==> src/rtl/sp_pkg.sv <==
// Shared servo/optimizer package: command codes, default timing and a
// parameter sanity helper used at elaboration time.
package sp_pkg;

    // Step command codes carried on cmd_dir.
    typedef enum logic [1:0] {
        CMD_HOLD   = 2'b00,
        CMD_INC    = 2'b01,
        CMD_DEC    = 2'b10,
        CMD_CENTER = 2'b11
    } cmd_e;

    // Default timing for a 100 MHz clock: 20 ms frame, 0.5..2.5 ms pulse.
    localparam int unsigned DEF_PERIOD_CYC = 2_000_000;
    localparam int unsigned DEF_PW_MIN     = 50_000;
    localparam int unsigned DEF_PW_MAX     = 250_000;
    localparam int unsigned DEF_PW_CENTER  = 150_000;
    localparam int unsigned DEF_STEP       = 1_000;
    localparam int          DEF_POS_W      = 32;

    // True when the pulse window fits inside the frame and steps are non-zero.
    function automatic bit params_ok(input int unsigned period_cyc,
                                     input int unsigned pw_min,
                                     input int unsigned pw_center,
                                     input int unsigned pw_max,
                                     input int unsigned step);
        return (pw_min <= pw_center) && (pw_center <= pw_max) &&
               (pw_max < period_cyc) && (step >= 1);
    endfunction

endpackage

==> src/rtl/servo_pwm_slew_if.sv <==
// Command and drive bundle between the optimizer (master) and one servo axis (slave).
//
// Handshake: a command transfers on a rising CLK edge where cmd_valid and
// cmd_ready are both high. The master holds cmd_valid/cmd_dir stable until
// that edge; cmd_ready stays low from the edge after a transfer until the
// command has been applied at the next frame wrap.
interface servo_pwm_slew_if #(
    parameter int POS_W = 32
);
    import sp_pkg::*;

    logic             en;
    logic             cmd_valid;
    cmd_e             cmd_dir;
    logic             cmd_ready;
    logic             pwm;
    logic [POS_W-1:0] position;
    logic             limit_hi;
    logic             limit_lo;
    logic             frame_start;

    modport master (
        output en, cmd_valid, cmd_dir,
        input  cmd_ready, pwm, position, limit_hi, limit_lo, frame_start
    );

    modport slave (
        input  en, cmd_valid, cmd_dir,
        output cmd_ready, pwm, position, limit_hi, limit_lo, frame_start
    );

endinterface

==> src/rtl/servo_frame_timer.sv <==
// Free-running frame counter 0..PERIOD_CYC-1 with a wrap strobe and a
// registered frame_start marking the first cycle of every frame after the first.
module servo_frame_timer #(
    parameter int unsigned PERIOD_CYC = 2_000_000,
    parameter int          CNT_W      = 32
) (
    input  logic             CLK,
    input  logic             RST,
    output logic [CNT_W-1:0] cnt,
    output logic             wrap,
    output logic             frame_start
);

    localparam logic [CNT_W-1:0] LAST = CNT_W'(PERIOD_CYC - 1);

    assign wrap = (cnt == LAST);

    // Count every cycle and wrap; frame_start is the wrap strobe delayed one cycle.
    always_ff @(posedge CLK or posedge RST) begin
        if (RST) begin
            cnt         <= '0;
            frame_start <= 1'b0;
        end else begin
            frame_start <= wrap;
            cnt         <= wrap ? '0 : cnt + CNT_W'(1);
        end
    end

endmodule

==> src/rtl/servo_pwm_slew.sv <==
// One servo axis: latches a step command, applies it with saturation at the
// frame boundary, and drives a registered fixed-period PWM pulse.
module servo_pwm_slew
    import sp_pkg::*;
#(
    parameter int unsigned PERIOD_CYC = DEF_PERIOD_CYC,
    parameter int unsigned PW_MIN     = DEF_PW_MIN,
    parameter int unsigned PW_MAX     = DEF_PW_MAX,
    parameter int unsigned PW_CENTER  = DEF_PW_CENTER,
    parameter int unsigned STEP       = DEF_STEP,
    parameter int          POS_W      = DEF_POS_W
) (
    input logic            CLK,
    input logic            RST,
    servo_pwm_slew_if.slave bus
);

    if (!params_ok(PERIOD_CYC, PW_MIN, PW_CENTER, PW_MAX, STEP)) begin : g_bad_params
        $error("servo_pwm_slew: need PW_MIN <= PW_CENTER <= PW_MAX < PERIOD_CYC and STEP >= 1");
    end

    typedef logic [POS_W-1:0] pos_t;
    typedef logic [POS_W:0]   wide_t;

    // One spare bit so INC cannot wrap before it is clamped.
    localparam wide_t MIN_X  = wide_t'(PW_MIN);
    localparam wide_t MAX_X  = wide_t'(PW_MAX);
    localparam wide_t CTR_X  = wide_t'(PW_CENTER);
    localparam wide_t STEP_X = wide_t'(STEP);

    logic [POS_W-1:0] cnt;
    logic             wrap;
    logic             frame_start;

    logic  pending_valid;
    cmd_e  pending_cmd;
    pos_t  position;      // applied pulse width; also the active PWM compare value
    pos_t  next_pos;
    wide_t pos_x;
    wide_t next_x;
    logic  limit_hi;
    logic  limit_lo;
    logic  pwm;

    servo_frame_timer #(
        .PERIOD_CYC (PERIOD_CYC),
        .CNT_W      (POS_W)
    ) u_timer (
        .CLK         (CLK),
        .RST         (RST),
        .cnt         (cnt),
        .wrap        (wrap),
        .frame_start (frame_start)
    );

    // Saturated result of the pending command; DEC compares before subtracting.
    always_comb begin
        pos_x  = {1'b0, position};
        next_x = pos_x;
        case (pending_cmd)
            CMD_INC:    next_x = (pos_x + STEP_X > MAX_X) ? MAX_X : pos_x + STEP_X;
            CMD_DEC:    next_x = (pos_x < MIN_X + STEP_X) ? MIN_X : pos_x - STEP_X;
            CMD_CENTER: next_x = CTR_X;
            default:    next_x = pos_x;
        endcase
        next_pos = next_x[POS_W-1:0];
    end

    // Command latch and frame-boundary apply; accept is blocked while pending.
    always_ff @(posedge CLK or posedge RST) begin
        if (RST) begin
            pending_valid <= 1'b0;
            pending_cmd   <= CMD_HOLD;
            position      <= pos_t'(PW_CENTER);
            limit_hi      <= (PW_CENTER == PW_MAX);
            limit_lo      <= (PW_CENTER == PW_MIN);
        end else if (pending_valid) begin
            if (wrap) begin
                pending_valid <= 1'b0;
                position      <= next_pos;
                limit_hi      <= (next_x == MAX_X);
                limit_lo      <= (next_x == MIN_X);
            end
        end else if (bus.cmd_valid) begin
            pending_valid <= 1'b1;
            pending_cmd   <= bus.cmd_dir;
        end
    end

    // Registered pulse: high for cnt < position, forced low while disabled.
    always_ff @(posedge CLK or posedge RST) begin
        if (RST) begin
            pwm <= 1'b0;
        end else begin
            pwm <= bus.en && (cnt < position);
        end
    end

    assign bus.cmd_ready   = !pending_valid;
    assign bus.pwm         = pwm;
    assign bus.position    = position;
    assign bus.limit_hi    = limit_hi;
    assign bus.limit_lo    = limit_lo;
    assign bus.frame_start = frame_start;

endmodule

==> src/flat_wrapper.sv <==
// flat-port wrapper written by rule: the top's interface ports become plain ports
module servo_pwm_slew_flat import sp_pkg::*;
#(
    parameter int unsigned PERIOD_CYC = DEF_PERIOD_CYC,
    parameter int unsigned PW_MIN     = DEF_PW_MIN,
    parameter int unsigned PW_MAX     = DEF_PW_MAX,
    parameter int unsigned PW_CENTER  = DEF_PW_CENTER,
    parameter int unsigned STEP       = DEF_STEP,
    parameter int          POS_W      = DEF_POS_W
)
  (CLK, RST, bus_en, bus_cmd_valid, bus_cmd_dir, bus_cmd_ready, bus_pwm, bus_position, bus_limit_hi, bus_limit_lo, bus_frame_start);
  servo_pwm_slew_if #(.POS_W(POS_W)) bus_i ();
  input logic CLK;
  input logic RST;
  input wire logic [$bits(bus_i.en)-1:0] bus_en;
  input wire logic [$bits(bus_i.cmd_valid)-1:0] bus_cmd_valid;
  input wire logic [$bits(bus_i.cmd_dir)-1:0] bus_cmd_dir;
  output wire logic [$bits(bus_i.cmd_ready)-1:0] bus_cmd_ready;
  output wire logic [$bits(bus_i.pwm)-1:0] bus_pwm;
  output wire logic [$bits(bus_i.position)-1:0] bus_position;
  output wire logic [$bits(bus_i.limit_hi)-1:0] bus_limit_hi;
  output wire logic [$bits(bus_i.limit_lo)-1:0] bus_limit_lo;
  output wire logic [$bits(bus_i.frame_start)-1:0] bus_frame_start;
  assign bus_i.en = bus_en;
  assign bus_i.cmd_valid = bus_cmd_valid;
  assign bus_i.cmd_dir = bus_cmd_dir;
  assign bus_cmd_ready = bus_i.cmd_ready;
  assign bus_pwm = bus_i.pwm;
  assign bus_position = bus_i.position;
  assign bus_limit_hi = bus_i.limit_hi;
  assign bus_limit_lo = bus_i.limit_lo;
  assign bus_frame_start = bus_i.frame_start;
  servo_pwm_slew #(.PERIOD_CYC(PERIOD_CYC), .PW_MIN(PW_MIN), .PW_MAX(PW_MAX), .PW_CENTER(PW_CENTER), .STEP(STEP), .POS_W(POS_W)) u_core (.CLK(CLK), .RST(RST), .bus(bus_i));
endmodule
==> config.mk <==
export PLATFORM = sky130hd
export DESIGN_NAME = servo_pwm_slew_flat
export DESIGN_NICKNAME = d
export VERILOG_FILES = /design/src/rtl/sp_pkg.sv /design/src/rtl/servo_pwm_slew_if.sv /design/src/rtl/servo_frame_timer.sv /design/src/rtl/servo_pwm_slew.sv /design/src/flat_wrapper.sv
export SDC_FILE = /design/constraint.sdc
export NUM_CORES = 1
export LEC_CHECK = 0
export CAP_MARGIN = 20
export CORE_ASPECT_RATIO = 0.6
export CORE_MARGIN = 5
export CORE_UTILIZATION = 40
export DETAILED_ROUTE_END_ITERATION = 6
export PLACE_DENSITY = 0.68
export SLEW_MARGIN = 25
export SYNTH_ARGS = -nofsm -noshare
export SYNTH_HDL_FRONTEND = slang
export SYNTH_SLANG_ARGS = --single-unit
==> constraint.sdc <==
create_clock -name CLK -period 7.75 [get_ports CLK]
set_input_delay 1.1625 -clock CLK [delete_from_list [all_inputs] [get_ports CLK]]
set_output_delay 1.1625 -clock CLK [all_outputs]
set_load 0.01 [all_outputs]
==> flow_summary.json <==
{
  "max_freq_ghz": 0.2184,
  "cp.arrival_ns": 4.83,
  "synth.area.top_cells": "dfrtp_1 26%, ha_1 7.3%, xnor2_1 5.0%",
  "worstPathRequired_ns": 8.01,
  "clk_pin_slew_worst_paths_ns": 0.06,
  "initial_core_util_pct": 41.21,
  "cap_violations": 0,
  "critPathKind": "reg2reg",
  "ant_nets": 0,
  "async_reset_ff_share_pct": 100.0,
  "status": "finished, violations left",
  "final_cell_mix": "72 x nor2_1, 63 x dfrtp_1, 51 x o21ai_0",
  "tns_ns": 0,
  "critPathSlowestCell": "and3_1",
  "cts_resized": 0,
  "area_delta_synth_final_pct": 14.17,
  "nets": 802,
  "crit_path_start_kind": "register",
  "seq_area_frac_synth_pct": 29.71,
  "skew_ns": 0.006289,
  "ir_worst_vdd_mv": 0.08389,
  "numPortBuffers": 42,
  "wirelength_um": 21180,
  "ys_seq_elements": 71,
  "syn_inst": 754,
  "syn-num-nets": 795,
  "synth_edf_count": 0,
  "grt_max_degree": 72,
  "cts_root_buf": "clkbuf_16",
  "io-pin-count": 43,
  "layout_commonest_cell": "nor2_1",
  "cts.sinks": 71,
  "cts_hold_buf": 0,
  "via_per_inst": 6.463,
  "die_area_um2": 17670,
  "grt_usage_pct": 23.62,
  "hpwlAfterDp_um": 15520,
  "grt_antenna_before_repair": 0,
  "coreArea_um2": 14590,
  "powerDensity_nw_per_um2": 140.5,
  "finish.utilization_pct": 47.05,
  "die_x_um": 168.3,
  "synth_area_leader_cell": "dfrtp_1",
  "hold_path_class": "reg2reg",
  "syn_area_um2": 6013,
  "fillerInstances": 1426,
  "synth_top_cell_area_share_pct": 26.22,
  "grt_pass1_wl_um": 33090,
  "maxSlewViolCount": 0,
  "syn_avg_cell_area_um2": 7.975,
  "finalCritPeriodShare_pct": 59.07,
  "setup_violations": 0,
  "worst_pin_slew_ns": 0.9445,
  "synth.distinct_cells": 82,
  "crit_chain": "or4_1 -> nor4_4 -> and3_1 -> o21ai_2 -> a21o_1 -> a2111oi_2 -> o2111ai_1 -> or4b_4 -> o31ai_2",
  "synthFlopType": "dfrtp_1",
  "die_y_um": 105.0,
  "cts_buffers": 9,
  "cp_num_buf_inv": 0,
  "rows": 34,
  "drt_iter0_drc": 926,
  "drc_errors": 7,
  "slowest_delay_ns": 0.76,
  "finalCriticalPeriod_ns": 4.578,
  "maxSlewHeadroom_pct": 36.55,
  "drive_above_1_share_pct": 6.789,
  "path_max_fanout": 17,
  "rsz0062_at_grt": "no",
  "vias": 6230,
  "ys_warn_count": 0,
  "clk_path_buf_depth": 2,
  "htree_levels": 3,
  "clock_latency_ns": 0.35,
  "n_antenna_cell": 0,
  "avgRoutedWirePerCell_um": 21.97,
  "gp_congestion": 1.070,
  "power_leakage_nw": 2.698,
  "cts_setup_buffers": 0,
  "grt_pass1_vias": 5553,
  "critPathTopFamily": "simple AND/OR/NAND/NOR gates",
  "drt-pass1-iter-count": 7,
  "hold_viol_final": 0,
  "cp-end-kind": "register",
  "violations": "design-rule violations",
  "gr-total-overflow": 0,
  "cts_tree": "yes"
}
[sequential cells by signal, indices dropped and copies added (netlist names)]
signal	count
u_core.bus.limit_hi	1
u_core.pending_cmd	2
u_core.bus.position	32
u_core.bus.pwm	1
u_core.u_timer.cnt	32
u_core.u_timer.frame_start	1
u_core.bus.limit_lo	1
u_core.pending_valid	1
[final cells by class]
class                   count  area (um2)  share of cell area, %
repair buffers             48       469.2                  6.834
well taps                 198       247.7                  3.609
inverters                  40       151.4                  2.205
clock buffers              10       229.0                  3.335
flip-flops and latches     71        1787                  26.03
clock inverters             6       116.4                  1.695
multi-input cells         591        3865                  56.30
[layer usage]
| layer | share of wire, % | track usage, % | vias to the layer above |
|---|---|---|---|
| met3 | 14 | 9.094 | 46 |
| met4 | 1.7 | 4.574 | 0 |
| met1 | 47 | 37.40 | 2909 |
| met2 | 37 | 29.55 | 445 |
| met5 | 0 | 0 | - |
| li1 | - | - | 2830 |
[worst paths after layout]
kind / cells after the start / slack, ns / endpoint / start
setup / recovery: 9 / 3.17 / u_core.bus.limit_lo / u_core.bus.position[19]
hold / removal: 2 / 0.48 / u_core.bus.limit_hi / u_core.bus.limit_hi
setup reg to reg: 9 / 3.17 / u_core.bus.limit_lo / u_core.bus.position[19]
hold reg to reg: 2 / 0.48 / u_core.bus.limit_hi / u_core.bus.limit_hi
max in group asynchronous: 3 / 5.95 / u_core.pending_valid / RST
min in group asynchronous: 3 / 1.32 / u_core.bus.position[26] / RST
[cell usage after synthesis (all sizes together), types with 7 or more instances]
master and instances:
and4 8, or4 11, xnor2 34, o31ai 13
nand2b 8, o21ai 54, nor3 32, nor2b 7
a21oi 36, nand2 50, ha 35, a21o 15
nor2 72, a31oi 25, nand3 33, or3 10
nor4 20, xor2 11, dfrtp 63, buf 9
dfstp 8, clkbuf 43, nand4 22, inv 38
[worst min-delay path, stage by stage (launching register included)]
cell and delay [ns]:
dfrtp_1 0.34, nand2_1 0.06, o31ai_2 0.05
[metrics by stage]
stage	instances	power [mW]	hold WS (ns)	cell area, um2	setup WS (ns)
floorplan	754	0.4411	0.4463	6013	4.077
global placement	948	0.4703	0.4693	6510	3.408
detailed placement	948	0.4689	0.4785	6510	3.365
CTS	964	0.9646	0.4922	6855	3.347
global route	964	0.9910	0.5247	6865	3.134
finish	964	0.9646	0.4824	6865	3.172
[power by group]
group | internal (mW) | total, mW | switching, mW
logic | 0.0278 | 0.0947 | 0.0668
registers | 0.372 | 0.373 | 0.000320
clock network | 0.317 | 0.497 | 0.180
total | 0.717 | 0.965 | 0.247
[logic make-up (layout without fill, tap and decap cells)]
kind of cell    after synthesis  count (layout)  synth area share [%]
buf+inv                      92             104                 6.117
flops                        71              71                 29.71
compound gates              214             214                 24.12
fa+ha+maj                    35              35                 7.283
xor+xnor                     45              45                 6.554
mux                           1               1                0.1665
simple gates                296             296                 26.05
(Power assumes the default switching activity.)
